**src/rtl/multi_rate_clk_gen.sv**
```systemverilog
`default_nettype none
// ============================================================================
// Module      : multi_rate_clk_gen
// Description : Multi-channel slow square-wave generator. Each channel
//               produces a 50% duty clock with a programmable half-period
//               and a one-cycle tick on every rising edge. Channels can be
//               enabled individually and re-phased together with realign.
// Revision    : 1.0 - initial release
// ============================================================================
module multi_rate_clk_gen #(
  parameter int                       NUM_CH       = 4,
  parameter int                       CNT_W        = 28,
  parameter logic [NUM_CH*CNT_W-1:0]  DEFAULT_HALF = {28'd12_500_000, 28'd25_000_000,
                                                      28'd50_000_000, 28'd100_000_000},
  localparam int                      WR_W         = (NUM_CH > 1) ? $clog2(NUM_CH) : 1
) (
  input  logic              CLOCK_50,
  input  logic              reset,
  input  logic [NUM_CH-1:0] ch_en,
  input  logic              realign,
  input  logic              wr_en,
  input  logic [WR_W-1:0]   wr_ch,
  input  logic [CNT_W-1:0]  wr_half,
  output logic [NUM_CH-1:0] clk_out,
  output logic [NUM_CH-1:0] tick
);

  for (genvar i = 0; i < NUM_CH; i++) begin : g_ch
    logic [CNT_W-1:0] r_half;
    logic [CNT_W-1:0] r_cnt;
    logic             r_clk;
    logic             r_tick;
    logic [CNT_W-1:0] w_term;
    logic             w_wr;

    // Indices at or beyond NUM_CH never match any channel, so such writes drop.
    assign w_wr   = wr_en && (wr_ch == WR_W'(i));
    // A zero half-period is treated as one cycle, so the terminal count is 0.
    assign w_term = (r_half == '0) ? '0 : (r_half - CNT_W'(1));

    // Half-period register, counter, square wave and rising-edge tick.
    always_ff @(posedge CLOCK_50) begin
      if (reset) begin
        r_half <= DEFAULT_HALF[i*CNT_W +: CNT_W];
        r_cnt  <= '0;
        r_clk  <= 1'b0;
        r_tick <= 1'b0;
      end else begin
        // The half register loads even when realign or disable owns the counter.
        if (w_wr) begin
          r_half <= wr_half;
        end
        if (realign || !ch_en[i]) begin
          r_cnt  <= '0;
          r_clk  <= 1'b0;
          r_tick <= 1'b0;
        end else if (w_wr) begin
          // Restart the current half-phase with the new length; level is kept.
          r_cnt  <= '0;
          r_tick <= 1'b0;
        end else if (r_cnt == w_term) begin
          r_cnt  <= '0;
          r_clk  <= ~r_clk;
          r_tick <= ~r_clk;
        end else begin
          r_cnt  <= r_cnt + CNT_W'(1);
          r_tick <= 1'b0;
        end
      end
    end

    assign clk_out[i] = r_clk;
    assign tick[i]    = r_tick;
  end

endmodule
`default_nettype wire
```
**config.mk**
```make
export PLATFORM = sky130hd
export DESIGN_NAME = multi_rate_clk_gen
export DESIGN_NICKNAME = d
export VERILOG_FILES = /design/src/rtl/multi_rate_clk_gen.sv
export SDC_FILE = /design/constraint.sdc
export NUM_CORES = 1
export LEC_CHECK = 0
export ABC_AREA = 0
export CORE_MARGIN = 5
export CORE_UTILIZATION = 45
export CTS_CLUSTER_SIZE = 12
export DETAILED_ROUTE_END_ITERATION = 7
export GPL_TIMING_DRIVEN = 0
export SKIP_LAST_GASP = 1
export SLEW_MARGIN = 20
export SYNTH_ARGS = -nofsm -noshare
export SYNTH_HDL_FRONTEND = slang
export SYNTH_SLANG_ARGS = --single-unit
```
**constraint.sdc**
```tcl
create_clock -name CLOCK_50 -period 3.7 [get_ports CLOCK_50]
set_input_delay 0.555 -clock CLOCK_50 [delete_from_list [all_inputs] [get_ports CLOCK_50]]
set_output_delay 0.555 -clock CLOCK_50 [all_outputs]
set_load 0.005 [all_outputs]
```
==> run metrics <==
Die W 191 microns; first-pass GRT wire length 70,700 microns; IO Pins 46; Synth top cells by count 302 x nand2_1, 232 x dfxtp_1, 163 x nor3_1, 119 x xnor2_1, 107 x nor2_1; period utilization 0.975; worst path cell trace buf_2 > or4_4 > nor4_4 > nand4_1 > buf_4 > or4_1 > nand3_1 > o2111ai_1 > nor3_1 > and3_1 > buf_4 > buf_6 > nor3_1; reg2reg setup slack 0.09 ns; Worst Setup End Kind register; initial antenna violation count 0; antenna diode count 0; number of fill cells 3,177; Placer Congestion 0.888; skew final 0.0104 ns; DIE AREA 36,400 sq um; Total Routing Usage GR 0.235; layout cells sized above 1 0.0919; worst hold slack 0.447 ns; drt first pass iters 5; most frequent cell after synthesis nand2_1; Post-Synthesis Cell Area 14,700 sq um; Area after DPL 15,700 sq um; Synth Register Bits 232; number of buffers created by CTS 27; crit path DAT 4.02 ns; highest routed layer met4; DRC violations left 0; clock power share 0.463; vias per inst 5.81; met3 wire length 2830 microns; Area Growth Syn to Fin 16.2%; htree depth 1; CP max-delay cell or4_4; synth top area cells dfxtp_1 32%, nand2_1 7.7%, xnor2_1 7.1%; slew margin rel. 0.284; RSZ-0062 raised after global routing no; post-synthesis async set-or-reset flop share 0; CTS root buffer clkbuf_16; Worst Hold Launch g_ch[0].r_clk$_SDFFE_PP0P_; design area 17,100 sq um; Switching Share 0.252; hold_buf cts 0; Starting Density 0.454; launch point of the worst path g_ch[0].r_half[9]$_SDFFE_PP0P_; Post-synth EDFFs 0; met2 routed WL 19,400 microns; wire per inst 18.0 microns; final setup fails 0; Critical R2R Launch g_ch[0].r_half[9]$_SDFFE_PP0P_; slowest stage delay, CP 0.60 ns; hold depth 1; grt ovf 0; Initial DRC Count 1,088; Max-Cap Viols 0; pwr dens 358 nW/um^2; outcome finished clean; critical path class reg2reg; Hold Crit Class reg2reg; Gate power share 0.107; core area 32,400 sq um; cell taking the most area after synthesis dfxtp_1; Gate Count Post-Synth 1,898; final hold violation count 0; P_leak 5.70 nW; Startpoint Class register; Synth top area share 0.316; Clock Latency Late Sink 0.54 ns; library cells used by synthesis 90; final WL 44,100 microns; clk slew on worst S/H paths 0.06 ns; FP Rows 66; vias in the first global route 13,300; fin crit period 3.61 ns; register area share after synthesis 0.316; DRT antenna net count 0; Final Max Slew Viols 0; syn nets 1,944; total power 6.11 mW; Mean Syn Cell Area 7.75 sq um; CP max FO 10; crit path to g_ch[0].r_cnt[20]$_SDFF_PP0_; DP HPWL 32,900 microns; DR vias 14,300; Main synth FF type dfxtp_1; Syn. warnings 0; Clock Sinks 232; peak supply drop 0.320 mV; fmax 277 MHz; share of power burned in registers 0.430; largest net degree at the start of global routing 13; CTS tree done; port bufs 45; worst path required time 4.11 ns; P_sw 1.54 mW; Final nets 2,041; reg2reg end g_ch[0].r_cnt[20]$_SDFF_PP0_; Int Pwr 4.57 mW; chip height 191 microns; actual slew at the worst max-slew pin 1.07 ns; routed metal-1 wirelength 20,800 microns; R2R cell count 13; CTS Buffer Depth 3
==> sequential cells by signal (all words and copies together) (netlist names) <==
register     cells
g_ch.r_clk       4
g_ch.r_half    112
g_ch.r_tick      4
g_ch.r_cnt     112
==> metal layers <==
layer / global-route usage / vias up
met3: 0.0405 / 77
met5: 0 / -
met4: 0.0635 / 0
li1: - / 7035
met1: 0.334 / 6812
met2: 0.370 / 355
==> how the worst min path moves through the flow <==
stage	endpoint	slack [ns]
floorplan	g_ch[0].r_tick$_SDFF_PP0_	0.42
global placement	g_ch[0].r_tick$_SDFF_PP0_	0.44
detailed placement	g_ch[0].r_tick$_SDFF_PP0_	0.44
CTS	g_ch[0].r_tick$_SDFF_PP0_	0.45
global route	g_ch[1].r_tick$_SDFF_PP0_	0.50
finish	g_ch[0].r_tick$_SDFF_PP0_	0.45
==> cell type report <==
cell class / instances / area, sq um / area share
Multi-Input combinational cell: 1507 / 9590 / 0.562
Sequential cell: 232 / 4650 / 0.272
Clock buffer: 39 / 791 / 0.0463
Timing Repair Buffer: 73 / 664 / 0.0389
Buffer: 119 / 554 / 0.0324
Tap cell: 442 / 553 / 0.0324
Clock inverter: 9 / 151 / 0.00886
Inverter: 35 / 131 / 0.00769
==> kinds of logic after synthesis <==
| kind of cell | synth area share |
|---|---|
| and+or+nand+nor | 0.365 |
| xor gates and xnor gates | 0.132 |
| AOI/OAI and AO/OA | 0.120 |
| buffers and inverters | 0.0470 |
| DFF | 0.316 |
| adders and majority gates | 0.00681 |
| muxes | 0.0139 |
==> metrics by stage <==
step,util,setup WS [ns],cells,setup TNS (ns)
finish,0.528,0.0930,2456,0
global route,0.528,0.00392,2456,0
CTS,0.519,0.0172,2440,0
detailed placement,0.485,-0.586,2385,-28.66
global placement,0.485,-0.579,2385,-23.04
floorplan,-,0.399,1898,0
==> timing repair <==
item                       in CTS  in global routing
gates resized for setup        19                 41
hold endpoints to repair        0                  0
setup endpoints to repair     110                119
gates cloned                    0                  0
setup buffers                   9                 19
pin swaps                       6                  9
==> worst max-delay path: cells and delay by family, from the launching register on <==
family	cells	cell delay (ns)
compound gates	1	0.19
buf+inv	4	0.70
flops	1	0.29
simple gates	8	2.28
==> power groups by stage <==
stage	clock, mW	combinational [mW]	sequential (mW)
3_3_place_gp	0	0.599	2.68
5_1_grt	3.00	0.712	2.64
6_report	2.83	0.654	2.63
3_5_place_dp	0	0.607	2.68
4_1_cts	2.89	0.626	2.62
2_1_floorplan	0	0.411	2.65
==> placed cells by master, fill, tap and decap left out, types with 38 or more instances in the layout <==
cell type,count
a21oi_1,89
clkbuf_1,90
clkdlybuf4s50_1,45
dfxtp_1,230
nand2_1,302
nand3_1,83
nand3b_1,50
nand4_1,38
nor2_1,106
nor3_1,156
nor4_1,38
xnor2_1,119
xor2_1,89
No activity file was read; power rests on OpenSTA's default activity.
